File: config.mk
export PLATFORM = sky130hd
export DESIGN_NAME = debounce_sync
export DESIGN_NICKNAME = d
export VERILOG_FILES = /design/src/rtl/debounce_sync.sv
export SDC_FILE = /design/constraint.sdc
export NUM_CORES = 1
export LEC_CHECK = 0
export CAP_MARGIN = 15
export CORE_MARGIN = 4
export CORE_UTILIZATION = 55
export CTS_BUF_LIST = sky130_fd_sc_hd__clkbuf_4 sky130_fd_sc_hd__clkbuf_8
export DETAILED_ROUTE_END_ITERATION = 8
export DONT_BUFFER_PORTS = 1
export PLACE_DENSITY = 0.73
export SKIP_CTS_REPAIR_TIMING = 1
export SYNTH_ARGS = -nofsm -noshare
export SYNTH_HDL_FRONTEND = slang
export SYNTH_SLANG_ARGS = --single-unit
export TNS_END_PERCENT = 10
File: constraint.sdc
create_clock -name clk -period 1.8 [get_ports clk]
set_clock_uncertainty 0.05 [all_clocks]
set_input_delay 0.09 -clock clk [delete_from_list [all_inputs] [get_ports clk]]
set_output_delay 0.09 -clock clk [all_outputs]
set_load 0.005 [all_outputs]
File: src/rtl/debounce_sync.sv
// rtl/debounce_sync.sv - two-flop synchronised push-button debouncer with edge pulses and press counter
module debounce_sync #(
    parameter int STABLE_COUNT = 4,
    parameter int CNT_WIDTH    = 16
) (
    input  logic       clk,
    input  logic       rst,
    input  logic       btn_in,
    output logic       level,
    output logic       rise,
    output logic       fall,
    output logic       busy,
    output logic [7:0] press_cnt
);
    typedef enum logic [1:0] {
        IDLE_LO,
        WAIT_HI,
        IDLE_HI,
        WAIT_LO
    } state_t;

    localparam logic [CNT_WIDTH-1:0] CNT_LAST = CNT_WIDTH'(STABLE_COUNT - 1);
    localparam logic [CNT_WIDTH-1:0] CNT_ONE  = CNT_WIDTH'(1);

    state_t               state;
    logic                 s1;
    logic                 s2;
    logic [CNT_WIDTH-1:0] cnt;

    always_ff @(posedge clk) begin
        if (rst) begin
            s1        <= 1'b0;
            s2        <= 1'b0;
            state     <= IDLE_LO;
            cnt       <= '0;
            level     <= 1'b0;
            rise      <= 1'b0;
            fall      <= 1'b0;
            busy      <= 1'b0;
            press_cnt <= 8'd0;
        end else begin
            s1   <= btn_in;
            s2   <= s1;
            rise <= 1'b0;
            fall <= 1'b0;
            case (state)
                IDLE_LO: begin
                    if (s2) begin
                        state <= WAIT_HI;
                        cnt   <= CNT_ONE;
                        busy  <= 1'b1;
                    end else begin
                        cnt   <= '0;
                        busy  <= 1'b0;
                    end
                end
                WAIT_HI: begin
                    // any low sample throws away the partial count
                    if (!s2) begin
                        state <= IDLE_LO;
                        cnt   <= '0;
                        busy  <= 1'b0;
                    end else if (cnt == CNT_LAST) begin
                        state     <= IDLE_HI;
                        cnt       <= '0;
                        busy      <= 1'b0;
                        level     <= 1'b1;
                        rise      <= 1'b1;
                        press_cnt <= press_cnt + 8'd1;
                    end else begin
                        cnt <= cnt + CNT_ONE;
                    end
                end
                IDLE_HI: begin
                    if (!s2) begin
                        state <= WAIT_LO;
                        cnt   <= CNT_ONE;
                        busy  <= 1'b1;
                    end else begin
                        cnt   <= '0;
                        busy  <= 1'b0;
                    end
                end
                WAIT_LO: begin
                    if (s2) begin
                        state <= IDLE_HI;
                        cnt   <= '0;
                        busy  <= 1'b0;
                    end else if (cnt == CNT_LAST) begin
                        state <= IDLE_LO;
                        cnt   <= '0;
                        busy  <= 1'b0;
                        level <= 1'b0;
                        fall  <= 1'b1;
                    end else begin
                        cnt <= cnt + CNT_ONE;
                    end
                end
                default: begin
                    state <= IDLE_LO;
                    cnt   <= '0;
                    busy  <= 1'b0;
                end
            endcase
        end
    end
endmodule

==> results_dict.tcl <==
set metrics [dict create \
    synth_warnings 0 \
    synth.distinct_cells 32 \
    grt_max_degree 16 \
    htreeDepth 2 \
    start_util 0.572 \
    yosysMostFrequentCell "dfxtp_1" \
    grt_usage 0.186 \
    arrival_ps 2060 \
    violations "hold timing, setup timing" \
    synth_area_um2 1420 \
    setup_slack_ps -42.9 \
    relSlewSlack 0.756 \
    wirelength_mm 3.13 \
    die_h_um 58.7 \
    fmax_ghz 0.543 \
    vias 1258 \
    synth.ff_latch_count 32 \
    p_leak_nw 0.614 \
    drive_above_1_share 0.313 \
    ir_drop_mv 0.697 \
    grt_pass1_vias 1168 \
    synth_top_cell_area_share 0.452 \
    fin_tns_setup_ps -42.9 \
    via_per_inst 5.67 \
    fin_crit_ps 1840 \
    drv_slew 0 \
    rsz0062_at_grt "true" \
    cts_root_buffer "clkbuf_4" \
    yosysTopAreaCell "dfxtp_1" \
    critical_path_class "reg2reg" \
    antenna_found_initial 0 \
    startpoint_type "flip-flop" \
    drtIter0Drc 52 \
    dieArea_um2 3450 \
    hp-class "in2reg" \
    hold_violations 12 \
    cts.clk_slew.worst_paths_ps 100 \
    powerDensity_nw_per_um2 638 \
    place.gp.congestion 0.815 \
    finalHoldWorstSlack_ps -240 \
    post-route-period-util 1.02 \
    io_pins 15 \
    worstSetupEndpointType "flip-flop" \
    synth-async-reset-ratio 0 \
    finalNonFillerCells 222 \
    syn_nets 161 \
    ant_nets 0 \
    antenna_cells 0 \
    yosysSeqAreaShare 0.452 \
    tightest_slew_ps 363 \
    core_area_um2 2480 \
    power_w 0.00116 \
    numCtsBuffers 5 \
    clkSinkCount 32 \
    syn2layout_area_growth_pct 28.6 \
    nets 196 \
    die_x_um 58.7 \
    synth_edf_count 0 \
    cts_buffer_depth 2 \
    synthTopCellsByArea "dfxtp_1 (45%), xnor2_1 (6.2%), a21oi_1 (4.6%), nor2_1 (4.2%), nand3_1 (3.9%)" \
    wl_per_cell_um 14.1 \
    crit_required_ps 2020 \
    overflow 0 \
    place_hpwl_mm 2.09 \
    worstSkewPairLatency_ps 330 \
    cap_viol_max_count 0 \
    grt_first_pass_wirelength_mm 4.82 \
    synth_top_flop_cell "dfxtp_1" \
    dp.cells 209 \
    netlist_instances 156 \
    syn-mean-instance-area_um2 9.08 \
    synth_commonest_cells "dfxtp_1 (32), nor2_1 (16), a21oi_1 (13)" \
    port_buffers 0 \
    drtPass1Iterations 4 \
    status "finished with violations" \
    cts_tree "yes" \
    rows 18 \
    drc 0 \
    finalSetupViolCount 1 \
    path_max_fanout 6 \
]
## power breakdown
group	total (W)	internal (W)	switching (W)
clock	0.000428	0.000186	0.000243
sequential	0.000718	0.000712	0.00000572
combinational	0.0000158	0.00000978	0.00000602
total	0.00116	0.000907	0.000255
## placed cells by master, fill, tap and decap left out, types with 2 or more instances in the layout
master,netlist,final
inv_1,5,5
nor2b_1,4,4
nor2_1,16,16
dlygate4sd3_1,0,3
xor2_1,3,3
or3_1,2,2
nor3_1,7,7
o21ai_0,5,5
nand4_2,2,2
or4_4,1,3
dfxtp_2,0,7
dfxtp_1,32,24
o31ai_1,6,6
or4_1,6,4
nand2_1,7,7
nor4_1,3,3
xnor2_1,10,10
a21oi_1,13,9
nand4_1,3,3
buf_6,0,2
buf_4,0,28
clkbuf_4,0,5
a21oi_2,0,4
nand3_1,11,11
nand2b_1,2,2
clkinv_2,0,2
## sequential cells by signal, summed over array words and instances, names as in the netlist, named ones only
register,flops
busy,1
cnt,16
fall,1
level,1
press_cnt,8
rise,1
s1,1
s2,1
state,1
## metal layers
layer  wire length (um)  vias to the layer above  global-route usage
met3                162                        3              0.0680
met5                  0                        -                   0
met4                 38                        0              0.0874
met2               1610                       31               0.317
met1               1310                      589               0.203
li1                   -                      635                   -
## path summary, 6_finish.rpt
kind / endpoint / cells past startpoint / from / slack, ps
worst min register to register: busy / 2 / busy / 430
worst min-delay path: level / 1 / rst / -240
worst max register to register: press_cnt[5] / 6 / cnt[1] / -40
worst max-delay path: press_cnt[5] / 6 / cnt[1] / -40
## cell type report
class / instances / area, um^2
multi-input combinational: 114 / 788
fill: 191 / 656
sequential: 32 / 653
timing repair buffer: 33 / 263
clock buffer: 6 / 51.3
tap: 30 / 37.5
inverter: 5 / 18.8
clock inverter: 2 / 10.0
## metrics by stage
stage / instance area (um^2) / worst slack, ps / util / hold WS [ps]
2_1_floorplan: 1420 / 16.1 / - / 112
3_3_place_gp: 1640 / 32.3 / 0.663 / 112
3_5_place_dp: 1640 / -79.3 / 0.663 / 113
4_1_cts: 1700 / -106 / 0.688 / -254
5_1_grt: 1820 / -114 / 0.735 / -273
6_report: 1820 / -42.9 / 0.735 / -240
## logic make-up (layout without fill, tap and decap cells)
group                    count (synthesis)  after routing  share of synthesized area
multiplexers                             1              1                    0.00707
flip-flops                              32             32                      0.452
AO/OA/AOI/OAI                           25             25                      0.101
adder cells (fa/ha/maj)                  2              2                     0.0177
AND/OR/NAND/NOR                         73             73                      0.314
buffers and inverters                   10             46                     0.0283
XOR/XNOR                                13             13                     0.0804
## critical path: stages (launching register included)
cell and delay (ps):
dfxtp_2 360, ha_4 130, nor4b_4 230, nand4_2 150, buf_6 170, or4_1 550, a21oi_2 140
Note: power is estimated with default switching activity, not from simulation.
